$ cat src/rtl/cpu_pkg.sv
// Shared definitions for the accumulator CPU: opcodes, sequencer state codes and ALU op codes.
// The ALU and the datapath top import this package too, so codes change here only.
package cpu_pkg;

    localparam int OPCODE_W = 4;
    localparam int STATE_W  = 4;

    localparam logic [OPCODE_W-1:0] OP_NOP = 4'h0;
    localparam logic [OPCODE_W-1:0] OP_LDA = 4'h1;
    localparam logic [OPCODE_W-1:0] OP_STA = 4'h2;
    localparam logic [OPCODE_W-1:0] OP_ADD = 4'h3;
    localparam logic [OPCODE_W-1:0] OP_SUB = 4'h4;
    localparam logic [OPCODE_W-1:0] OP_JMP = 4'h5;
    localparam logic [OPCODE_W-1:0] OP_JZ  = 4'h6;
    localparam logic [OPCODE_W-1:0] OP_HLT = 4'hF;

    localparam logic [1:0] ALU_PASS = 2'b00;
    localparam logic [1:0] ALU_ADD  = 2'b01;
    localparam logic [1:0] ALU_SUB  = 2'b10;

    typedef enum logic [STATE_W-1:0] {
        ST_IDLE  = 4'd0,
        ST_F1    = 4'd1,
        ST_F2    = 4'd2,
        ST_DEC   = 4'd3,
        ST_EADDR = 4'd4,
        ST_EMEM  = 4'd5,
        ST_EALU  = 4'd6,
        ST_HALT  = 4'd7
    } state_t;

    // Opcodes that need an operand address phase followed by a memory access.
    function automatic logic is_mem_op(input logic [OPCODE_W-1:0] op);
        return (op == OP_LDA) || (op == OP_STA) || (op == OP_ADD) || (op == OP_SUB);
    endfunction

    function automatic logic [1:0] alu_code(input logic [OPCODE_W-1:0] op);
        logic [1:0] code;
        case (op)
            OP_ADD:  code = ALU_ADD;
            OP_SUB:  code = ALU_SUB;
            default: code = ALU_PASS;
        endcase
        return code;
    endfunction

endpackage

$ cat src/rtl/cpu_control_fsm.sv
// Fetch/decode/execute sequencer for the 16-bit accumulator CPU.
// Registered state with async reset; strobes are a combinational decode of state and status inputs.
module cpu_control_fsm
    import cpu_pkg::*;
#(
    parameter int OPW = 4,
    parameter int STW = 4
) (
    input  logic           clk,
    input  logic           rst,
    input  logic           start,
    input  logic [OPW-1:0] ir_op,
    input  logic           acc_zero,
    input  logic           mem_ready,
    output logic           pc_load,
    output logic           pc_inc,
    output logic           mar_load,
    output logic           mar_sel,
    output logic           ir_load,
    output logic           mdr_load,
    output logic           acc_load,
    output logic [1:0]     alu_op,
    output logic           mem_rd,
    output logic           mem_wr,
    output logic           halted,
    output logic           illegal,
    output logic [STW-1:0] state_dbg
);

    state_t state_q;
    state_t state_d;
    logic [OPCODE_W-1:0] op;

    assign op        = OPCODE_W'(ir_op);
    assign state_dbg = STW'(state_q);

    // State register; reset forces IDLE without waiting for a clock edge.
    always_ff @(posedge clk or posedge rst) begin
        if (rst) begin
            state_q <= ST_IDLE;
        end else begin
            state_q <= state_d;
        end
    end

    // Next-state and strobe decode. Every strobe defaults low so each state only names what it drives.
    always_comb begin
        state_d  = state_q;
        pc_load  = 1'b0;
        pc_inc   = 1'b0;
        mar_load = 1'b0;
        mar_sel  = 1'b0;
        ir_load  = 1'b0;
        mdr_load = 1'b0;
        acc_load = 1'b0;
        alu_op   = ALU_PASS;
        mem_rd   = 1'b0;
        mem_wr   = 1'b0;
        halted   = 1'b0;
        illegal  = 1'b0;

        case (state_q)
            ST_IDLE: begin
                if (start) begin
                    state_d = ST_F1;
                end
            end

            ST_F1: begin
                mar_load = 1'b1;
                state_d  = ST_F2;
            end

            ST_F2: begin
                mem_rd = 1'b1;
                if (mem_ready) begin
                    ir_load = 1'b1;
                    pc_inc  = 1'b1;
                    state_d = ST_DEC;
                end
            end

            // Undefined opcodes behave as NOP apart from the one-cycle illegal flag.
            ST_DEC: begin
                state_d = ST_F1;
                case (op)
                    OP_NOP: ;
                    OP_JMP: pc_load = 1'b1;
                    OP_JZ:  pc_load = acc_zero;
                    OP_LDA, OP_STA, OP_ADD, OP_SUB: state_d = ST_EADDR;
                    OP_HLT: state_d = ST_HALT;
                    default: illegal = 1'b1;
                endcase
            end

            ST_EADDR: begin
                mar_load = 1'b1;
                mar_sel  = 1'b1;
                state_d  = ST_EMEM;
            end

            ST_EMEM: begin
                if (op == OP_STA) begin
                    mem_wr = 1'b1;
                end else begin
                    mem_rd = 1'b1;
                end
                if (mem_ready) begin
                    if (op == OP_STA) begin
                        state_d = ST_F1;
                    end else begin
                        mdr_load = 1'b1;
                        state_d  = ST_EALU;
                    end
                end
            end

            ST_EALU: begin
                acc_load = 1'b1;
                alu_op   = alu_code(op);
                state_d  = ST_F1;
            end

            ST_HALT: begin
                halted = 1'b1;
            end

            // Encodings outside the state set recover to IDLE with all strobes low.
            default: begin
                state_d = ST_IDLE;
            end
        endcase
    end

endmodule

$ cat config.mk
export PLATFORM = sky130hd
export DESIGN_NAME = cpu_control_fsm
export DESIGN_NICKNAME = d
export VERILOG_FILES = /design/src/rtl/cpu_pkg.sv /design/src/rtl/cpu_control_fsm.sv
export SDC_FILE = /design/constraint.sdc
export NUM_CORES = 1
export LEC_CHECK = 0
export ABC_AREA = 0
export BUFFER_PORTS_ARGS = -buffer_cell sky130_fd_sc_hd__buf_2
export CAP_MARGIN = 20
export CORE_AREA = 2 2 39 41
export DETAILED_ROUTE_END_ITERATION = 10
export DIE_AREA = 0 0 41 43
export PLACE_DENSITY = 0.66
export SYNTH_ARGS = -nofsm -noshare
export SYNTH_HDL_FRONTEND = slang
export SYNTH_SLANG_ARGS = --single-unit
export TNS_END_PERCENT = 50
$ cat constraint.sdc
create_clock -name clk -period 2.65 [get_ports clk]
set_input_delay 0.265 -clock clk [delete_from_list [all_inputs] [get_ports clk]]
set_output_delay 0.265 -clock clk [all_outputs]
set_load 0.005 [all_outputs]
==> impl_metrics.env <==
export IMPL_outcome="complete, no violations"
export IMPL_path_max_fanout=17
export IMPL_reg2reg_slack_ns=1.32
export IMPL_hold_start="start"
export IMPL_clock_latency_ns=0.24
export IMPL_io_pins=26
export IMPL_yosysWarnings=0
export IMPL_setup_viol=0
export IMPL_grtUsageTotal=0.127
export IMPL_muxShareOfSynthArea=0.0523
export IMPL_critPathSlowestCell="dfrtp_1"
export IMPL_required_ns=2.38
export IMPL_stdcell_area_um2=553
export IMPL_setup_worst_path_start_class="flop"
export IMPL_port_buffers=24
export IMPL_timing_rr_start="state_dbg[1]"
export IMPL_syn_inst=59
export IMPL_die_area_um2=1760
export IMPL_vias=473
export IMPL_grt_first_pass_wirelength_um=1520
export IMPL_post_cts_resized=0
export IMPL_fillers=156
export IMPL_gp_congestion=0.687
export IMPL_viasPerCell=4.78
export IMPL_worstSetupPathType="reg -> out"
export IMPL_place_area_um2=517
export IMPL_syn_to_final_growth_pct=36.0
export IMPL_antenna_cells=0
export IMPL_worst_ep_arrival_time_ns=1.52
export IMPL_path_cells="nand3b_1 > nor4_1 > buf_2"
export IMPL_htree_levels=1
export IMPL_crit_path_end_kind="output port"
export IMPL_syn_nets=68
export IMPL_tns_ns=0
export IMPL_wl_um=979
export IMPL_skew_ns=0.00517
export IMPL_ant_nets=0
export IMPL_drv_cap=0
export IMPL_fin_nets=93
export IMPL_rows=14
export IMPL_die_w_um=41
export IMPL_drtIter0Drc=6
export IMPL_slowest_delay_ns=0.63
export IMPL_power_density_nw_per_um2=848
export IMPL_cp_num_cells=3
export IMPL_cellLeakagePower_uw=0.000295
export IMPL_cts_sinks=3
export IMPL_drc=0
export IMPL_hold_path_class="in -> reg"
export IMPL_final_max_slew_viol_count=0
export IMPL_synth_area_per_cell_um2=6.89
export IMPL_fin_crit_ns=1.79
export IMPL_fmax_mhz=560
export IMPL_cts_tree="built"
export IMPL_period_share=0.674
export IMPL_start_util=0.294
export IMPL_whs_endpoint="state_dbg[0]"
export IMPL_ys_seq_elements=3
export IMPL_cts_path_max_buffers=2
export IMPL_yosysUniqueCellTypes=29
export IMPL_synth_xor_area_frac=0.0431
export IMPL_seq_area_frac_synth=0.185
export IMPL_synth_simple_area_share=0.443
export IMPL_reg2reg_depth=4
export IMPL_antenna_found_initial=0
export IMPL_syn_area_um2=407
export IMPL_cts_buffers=3
export IMPL_vdd_drop_max_mv=0.377
export IMPL_grt_ovfl_total=0
export IMPL_cts_root_buffer="clkbuf_4"
export IMPL_hold_path_depth=3
export IMPL_dr_pass1_iters=4
export IMPL_hold_viol=0
export IMPL_grt_max_degree=18
export IMPL_r2r_end="state_dbg[0]"
export IMPL_core_area_um2=1380
export IMPL_cp_num_buf_inv=1
export IMPL_grt_pass1_vias=388
export IMPL_crit_family="flip-flops"
export IMPL_largest_reg_flops=3
export IMPL_die_y_um=43
export IMPL_cts_setup_buffers=0
export IMPL_dpl_hpwl_um=738
export IMPL_synth_compound_area_share=0.166
export IMPL_clk_pin_slew_ns=0.04
export IMPL_drive_gt1_frac=0.386
export IMPL_synth_top_family_by_area="simple AND/OR/NAND/NOR gates"
export IMPL_synth_fa_ha_area_frac=0
export IMPL_wl_per_cell_um=9.89
export IMPL_hold_ws_ns=0.310
export IMPL_rsz0062_at_grt="no"
-- cell usage in the layout, fill, tap and decap left out, types with 2 or more instances in the layout --
master / n
buf_2: 24
nor2_1: 7
nand2_1: 6
nor3_1: 5
nand2b_1: 4
nand3b_1: 3
inv_1: 3
clkbuf_4: 3
dfrtp_1: 3
o21ai_0: 2
nor4_1: 2
a21oi_1: 2
-- worst min-delay path, cell delays in order --
cell      delay (ns)
buf_2           0.10
nand2b_1        0.06
a32oi_1         0.08
-- power breakdown --
part | switching, µW | leakage (µW) | internal [µW]
registers | 76.5 | 0.0000363 | 67.9
clock network | 27.7 | 0.0000150 | 56.7
logic | 107 | 0.000244 | 133
-- metrics by stage --
step / setup slack (ns) / instances / util / total power, µW
2_1_floorplan: 1.32 / 59 / - / 305
3_3_place_gp: 1.06 / 94 / 0.373 / 383
3_5_place_dp: 1.05 / 94 / 0.373 / 387
4_1_cts: 0.845 / 99 / 0.400 / 477
5_1_grt: 0.736 / 99 / 0.400 / 521
6_report: 0.863 / 99 / 0.400 / 469
-- worst max path at each step --
stage,startpoint,slack (ns),endpoint
after floorplan,state_dbg[0],1.32,alu_op[1]
after global routing,state_dbg[1],0.74,alu_op[1]
after global placement,ir_op[0],1.06,mem_rd
after CTS,state_dbg[1],0.85,alu_op[1]
after detailed placement,ir_op[0],1.05,mem_rd
final,state_dbg[1],0.86,alu_op[1]
-- what timing repair did --
item                       CTS  global route
hold endpoints to repair     3             0
setup endpoints to repair    0             0
hold buffers                 1             0
-- synth_stat cells, drive strengths merged --
master  number  area share
nor2         7       0.065
mux2         1       0.028
buf          3       0.055
or3          1       0.018
inv          3       0.028
nand2        6       0.055
nand2b       4       0.062
dfrtp        3        0.18
a21o         1       0.018
and3         2       0.034
mux2i        1       0.025
xor2         1       0.022
nand3b       3       0.055
nor3         5       0.062
a22o         1       0.025
nor2b        1       0.015
a21oi        2       0.025
conb         1      0.0092
nand3        1       0.012
a211oi       1       0.018
xnor2        1       0.022
nor4         2       0.031
a32oi        1       0.022
o22ai        1       0.015
o21ai        2       0.025
or4b         1       0.034
a22oi        1       0.018
clkbuf       2       0.018
-- area by class of cell --
| class | count | area (µm²) | area share |
|---|---|---|---|
| clock buffer | 4 | 26.3 | 0.0475 |
| inverter | 3 | 11.3 | 0.0204 |
| multi-input combinational | 48 | 290 | 0.525 |
| sequential | 3 | 75.1 | 0.136 |
| tap | 16 | 20.0 | 0.0362 |
| timing repair buffer | 25 | 130 | 0.235 |
-- logic make-up (layout without fill, tap and decap cells) --
group                     Yosys count  after routing
AOI/OAI and AO/OA                  10             10
and+or+nand+nor                    33             33
buffers and inverters               8             32
other                               1              1
muxes                               2              2
xor gates and xnor gates            2              2
DFF                                 3              3
-- routing by layer --
| metal | track usage | up-vias | part of all wire |
|---|---|---|---|
| li1 | - | 256 | - |
| met1 | 0.161 | 196 | 0.47 |
| met2 | 0.181 | 21 | 0.44 |
| met3 | 0.0471 | 0 | 0.087 |
| met4 | 0.0600 | 0 | 0 |
| met5 | 0 | - | 0 |
Power figures use the tool's default switching activity.
